[src/rtl/matmul_ctrl_module.sv]
// Sequencer for the systolic matmul array: latches dimensions, clears the array,
// runs it for N+K+M+1 cycles, then captures a masked copy of the result and flags.
module matmul_ctrl_module #(
  parameter  int DATA_WIDTH = 8,
  parameter  int BUS_WIDTH  = 16,
  localparam int MAX_DIM    = BUS_WIDTH / DATA_WIDTH,
  localparam int SLOTS      = MAX_DIM * MAX_DIM,
  localparam int EW         = 2 * DATA_WIDTH
) (
  input  logic                  clk_i,
  input  logic                  rst_i,
  input  logic                  go_i,
  input  logic [1:0]            n_dim_i,
  input  logic [1:0]            k_dim_i,
  input  logic [1:0]            m_dim_i,
  input  logic [SLOTS*EW-1:0]   c_matrix_i,
  input  logic [SLOTS-1:0]      flags_i,
  output logic                  array_rst_no,
  output logic                  array_start_o,
  output logic [1:0]            n_dim_o,
  output logic [1:0]            k_dim_o,
  output logic [1:0]            m_dim_o,
  output logic [SLOTS*EW-1:0]   c_result_o,
  output logic [SLOTS-1:0]      flags_o,
  output logic                  busy_o,
  output logic                  done_o,
  output logic                  err_o
);

  localparam int CNT_W = $clog2(3 * MAX_DIM + 2);

  typedef enum logic [2:0] {
    S_IDLE,
    S_CLEAR,
    S_RUN,
    S_CAPTURE,
    S_DONE
  } state_t;

  state_t              r_state;
  logic [CNT_W-1:0]    r_cnt;
  logic [CNT_W-1:0]    r_last;
  logic [1:0]          r_n;
  logic [1:0]          r_k;
  logic [1:0]          r_m;
  logic                r_start;
  logic                r_busy;
  logic                r_done;
  logic                r_err;
  logic [SLOTS*EW-1:0] r_c;
  logic [SLOTS-1:0]    r_f;

  logic                w_dims_ok;
  logic [SLOTS*EW-1:0] w_c_masked;
  logic [SLOTS-1:0]    w_f_masked;

  function automatic logic dim_ok(input logic [1:0] d);
    return (d != 2'd0) && (int'(d) <= MAX_DIM);
  endfunction

  assign w_dims_ok = dim_ok(n_dim_i) && dim_ok(k_dim_i) && dim_ok(m_dim_i);

  // Slot s holds element (row s%MAX_DIM, col s/MAX_DIM); rows >= N and cols >= M are zeroed.
  always_comb begin
    w_c_masked = c_matrix_i;
    w_f_masked = flags_i;
    for (int s = 0; s < SLOTS; s++) begin
      if ((s % MAX_DIM) >= int'(r_n) || (s / MAX_DIM) >= int'(r_m)) begin
        w_c_masked[s*EW +: EW] = '0;
        w_f_masked[s]          = 1'b0;
      end
    end
  end

  always_ff @(posedge clk_i or posedge rst_i) begin
    if (rst_i) begin
      r_state <= S_IDLE;
      r_cnt   <= '0;
      r_last  <= '0;
      r_n     <= 2'd0;
      r_k     <= 2'd0;
      r_m     <= 2'd0;
      r_start <= 1'b0;
      r_busy  <= 1'b0;
      r_done  <= 1'b0;
      r_err   <= 1'b0;
      r_c     <= '0;
      r_f     <= '0;
    end else begin
      r_done <= 1'b0;
      case (r_state)
        S_IDLE: begin
          if (go_i) begin
            if (w_dims_ok) begin
              r_n     <= n_dim_i;
              r_k     <= k_dim_i;
              r_m     <= m_dim_i;
              // Counter runs 0..N+K+M, i.e. N+K+M+1 start cycles.
              r_last  <= CNT_W'(n_dim_i) + CNT_W'(k_dim_i) + CNT_W'(m_dim_i);
              r_busy  <= 1'b1;
              r_err   <= 1'b0;
              r_state <= S_CLEAR;
            end else begin
              r_err <= 1'b1;
            end
          end
        end
        S_CLEAR: begin
          r_cnt   <= '0;
          r_start <= 1'b1;
          r_state <= S_RUN;
        end
        S_RUN: begin
          if (r_cnt == r_last) begin
            r_start <= 1'b0;
            r_state <= S_CAPTURE;
          end else begin
            r_cnt <= r_cnt + 1'b1;
          end
        end
        S_CAPTURE: begin
          r_c     <= w_c_masked;
          r_f     <= w_f_masked;
          r_done  <= 1'b1;
          r_busy  <= 1'b0;
          r_state <= S_DONE;
        end
        S_DONE: begin
          r_state <= S_IDLE;
        end
        default: begin
          r_state <= S_IDLE;
        end
      endcase
    end
  end

  // The array's own clear follows rst_i asynchronously as well as the CLEAR state.
  assign array_rst_no  = ~rst_i & (r_state != S_CLEAR);
  assign array_start_o = r_start;
  assign n_dim_o       = r_n;
  assign k_dim_o       = r_k;
  assign m_dim_o       = r_m;
  assign c_result_o    = r_c;
  assign flags_o       = r_f;
  assign busy_o        = r_busy;
  assign done_o        = r_done;
  assign err_o         = r_err;

endmodule

[config.mk]
export PLATFORM = sky130hd
export DESIGN_NAME = matmul_ctrl_module
export DESIGN_NICKNAME = d
export VERILOG_FILES = /design/src/rtl/matmul_ctrl_module.sv
export SDC_FILE = /design/constraint.sdc
export NUM_CORES = 1
export LEC_CHECK = 0
export BUFFER_PORTS_ARGS = -buffer_cell sky130_fd_sc_hd__clkbuf_2
export CAP_MARGIN = 20
export CORE_MARGIN = 3
export CORE_UTILIZATION = 42
export DETAILED_ROUTE_END_ITERATION = 12
export PLACE_DENSITY = 0.77
export SLEW_MARGIN = 10
export SYNTH_ARGS = -nofsm -noshare
export SYNTH_HDL_FRONTEND = slang
export SYNTH_SLANG_ARGS = --single-unit
[constraint.sdc]
create_clock -name clk_i -period 2.28 [get_ports clk_i]
set_input_delay 0.114 -clock clk_i [delete_from_list [all_inputs] [get_ports clk_i]]
set_output_delay 0.114 -clock clk_i [all_outputs]
set_load 0.01 [all_outputs]
==> summary.log <==
qor: synthesis.yosysUniqueCellTypes 34
qor: status.outcome finished, final reports clean
qor: global_route.wire_length_of_the_first_global_routing_pass 16,600 um
qor: cts.cts.reportedPaths.clkPinSlew 80 ps
qor: sta.tightest_slew 667 ps
qor: cts.number_of_buffers_created_by_cts 9
qor: synthesis.syn_std_cell_area 3470 um^2
qor: floorplan.core_area 7890 um^2
qor: sta.drv_slew 0
qor: cts.cts_root_buffer clkbuf_8
qor: global_route.gr-usage-all-layers 21.9%
qor: floorplan.io-pin-count 156
qor: cts.tritoncts done
qor: setup_path.worst-setup-path-type reg2reg
qor: floorplan.die_width 97.0 um
qor: floorplan.die_height 97.0 um
qor: sta.hold_viol_final 0
qor: setup_path.rrSetupSlack 510 ps
qor: global_route.use_met2 37.4%
qor: global_route.initial_antenna_violation_count 0
qor: setup_path.cell_chain_critical_path nor2b_4 -> nand2_4 -> nor2_4 -> a22o_1
qor: setup_path.crit_slowest_cell dfrtp_1
qor: detailed_routing.wl_per_cell 16.6 um
qor: synthesis.synth-async-reset-ratio 100%
qor: final_layout.drive_gt1_share 36.1%
qor: cts.htree_levels 3
qor: global_route.first_global_vias 3,188
qor: synthesis.ys_dominant_reg_cell dfrtp_1
qor: synthesis.synth_seq_cells 87
qor: sta.slew_headroom 55.4%
qor: cts.cts.sink_count 87
qor: place.post-place-cells 531
qor: setup_path.cp-end-kind flop
qor: detailed_routing.drc_errors 0
qor: hold_path.hp-class in2reg
qor: synthesis.synth.yosys.seq_area_share 62.7%
qor: global_route.grt_start_max_net_pins 36
qor: cts.cts.repair.resized 0
qor: synthesis.yosys_warnings 0
qor: power.p_total 5.27 mW
qor: setup_path.critical_path.max_stage_delay 550 ps
qor: final_layout.layout.nets 589
qor: floorplan.initial_core_util 44.1%
qor: setup_path.cp_data_arrival_time 2040 ps
qor: sta.finalHoldWorstSlack 16.8 ps
qor: sta.maxClockFrequency 0.567 GHz
qor: place.port-buffer-count 155
qor: setup_path.crit_fanout 24
qor: place.hpwlAfterDp 6610 um
qor: sta.final.min_clock_period 1770 ps
qor: power.power.density_cell_area 1010 nW/um^2
qor: sta.grt_setup_unrepaired no
qor: detailed_routing.antenna_left 0
qor: sta.setup_viol 0
qor: global_route.grt_overflow 0
qor: floorplan.rows 32
qor: synthesis.yosys.area.top_type dfrtp_1
qor: synthesis.synth_edf_count 0
qor: cts.clk_path_buf_depth 2
qor: setup_path.cp.required 2560 ps
qor: setup_path.worstSetupStartpointType flop
qor: detailed_routing.vias 3,145
qor: synthesis.synth_top_area_share 62.7%
qor: sta.setup_tns 0 ps
qor: floorplan.dieArea 9400 um^2
qor: detailed_routing.number_of_drc_markers_after_the_initial_detailed_route_iteration 172
qor: flow_run.max_cap_viol_count 0
qor: synthesis.syn_inst 286
qor: detailed_routing.detailedRoute.firstPassIterationCount 4
qor: detailed_routing.wirelength_routed 10,200 um
qor: place.gp_congestion 0.841
qor: sta.clock-skew-final 8.57 ps
qor: cts.clock_latency 350 ps
qor: detailed_routing.vias_per_cell 5.11
qor: final_layout.synthToLayoutAreaGrowth 49.5%
qor: final_layout.finish.cell_count_without_fillers 615
qor: global_route.met3_usage 6.42%
qor: final_layout.n_antenna_cell 0
qor: cts.post-cts-setup-buffers 0
qor: global_route.global_route.usage.met1 27.2%
qor: sta.fin_crit_sh 77.4%
qor: global_route.top_usage_layer_grt met2
qor: synthesis.total_nets_after_synthesis 367
qor: synthesis.post_synth.cell_area_avg 12.1 um^2
qor: synthesis.yosys-top-cells-area dfrtp_1 63%, a22o_1 13%, nand2_1 4.5%
qor: power.static-leakage-power 2.81 nW
qor: power.vdd.ir_drop.worst 0.000490 V
## registers in the layout, indices dropped and copies added (netlist names)
| name | cells |
|---|---|
| array_start_o | 1 |
| busy_o | 1 |
| c_result_o | 64 |
| done_o | 1 |
| err_o | 1 |
| flags_o | 4 |
| k_dim_o | 2 |
| m_dim_o | 2 |
| n_dim_o | 2 |
| r_cnt | 3 |
| r_last | 3 |
| r_state | 3 |
## final timing paths
| check | startpoint | end | cells past startpoint |
|---|---|---|---|
| max reg2reg | r_state[1]$_DFFE_PP0P_ | c_result_o[28]$_DFFE_PP0P_ | 4 |
| min in group asynchronous | rst_i | array_start_o$_DFFE_PP0P_ | 3 |
| max | r_state[1]$_DFFE_PP0P_ | c_result_o[28]$_DFFE_PP0P_ | 4 |
| min reg2reg | c_result_o[55]$_DFFE_PP0P_ | c_result_o[55]$_DFFE_PP0P_ | 2 |
| min | c_matrix_i[13] | c_result_o[13]$_DFFE_PP0P_ | 2 |
| max in group asynchronous | rst_i | c_result_o[40]$_DFFE_PP0P_ | 4 |
## final cells by class
type	instances	area (um^2)
multi-input combinational	167	1140
sequential	87	2180
inverter	14	56.3
timing repair buffer	229	1510
clock buffer	11	141
tap	102	128
fill	573	2690
clock inverter	5	41.3
## per-layer routing
layer / vias to the layer above / part of all wire [%]
met5: - / 0
met3: 12 / 7.3
met2: 150 / 52
met1: 1532 / 40
li1: 1451 / -
met4: 0 / 1.2
## critical path, delay by kind of cell, from the launching register on
| family | cells | cell delay, ps |
|---|---|---|
| compound gates | 1 | 210 |
| simple gates | 3 | 930 |
| flops | 1 | 550 |
## cells in the mapped netlist, types with 2 or more instances
library cell and count:
dfrtp_1 87, o22ai_1 2, xnor2_1 4, xor2_1 4, buf_2 7, clkbuf_1 4, o21ai_0 14, fa_1 2
a31oi_1 2, a22o_1 51, nor2_1 5, a21oi_1 3, nor2_4 3, nand2_1 42, nand3_1 18, inv_1 13
a32oi_1 2, buf_4 6, ha_1 2
## cells in the final DEF (no fill, tap or decap), types with 2 or more instances in the layout
cell type / instances
a21oi_1: 3
a22o_1: 51
a31oi_1: 2
a32oi_1: 2
buf_4: 5
clkbuf_2: 155
clkbuf_8: 10
clkinv_4: 2
clkinvlp_4: 3
dfrtp_1: 87
dlygate4sd3_1: 68
fa_1: 2
ha_1: 2
inv_1: 12
nand2_1: 42
nand3_1: 18
nor2_1: 5
nor2_4: 3
o21ai_0: 14
o22ai_1: 2
xnor2_1: 4
xor2_1: 4
## power by group
| group | switching [mW] | internal, mW | total, mW | leakage, nW |
|---|---|---|---|---|
| registers | 0.398 | 2.02 | 2.42 | 1.17 |
| clock network | 0.537 | 0.433 | 0.970 | 0.0861 |
| logic | 1.03 | 0.849 | 1.87 | 1.55 |
| total | 1.96 | 3.31 | 5.27 | 2.81 |
## cells by family (layout without fill, tap and decap cells)
family / count (synthesis) / in the layout / share of synthesized area [%]
compound gates: 78 / 78 / 17.4
fa+ha+maj: 4 / 4 / 1.87
mux: 1 / 1 / 0.432
xor+xnor: 8 / 8 / 2.02
simple gates: 76 / 76 / 11.0
flops: 87 / 87 / 62.7
buf+inv: 32 / 259 / 4.57
## timing repair
item | CTS | global route
hold buffers | 68 | 0
setup endpoints to repair | 0 | 0
endpoints found under the hold margin | 94 | 0
## through the flow
stage          setup slack, ps  cell area [um^2]  util (%)
2_1_floorplan              816              3480         -
3_3_place_gp               591              4330      54.9
3_5_place_dp               559              4330      54.9
4_1_cts                    525              5200      65.9
5_1_grt                    364              5200      65.9
6_report                   515              5200      65.9
(Power assumes the default switching activity.)
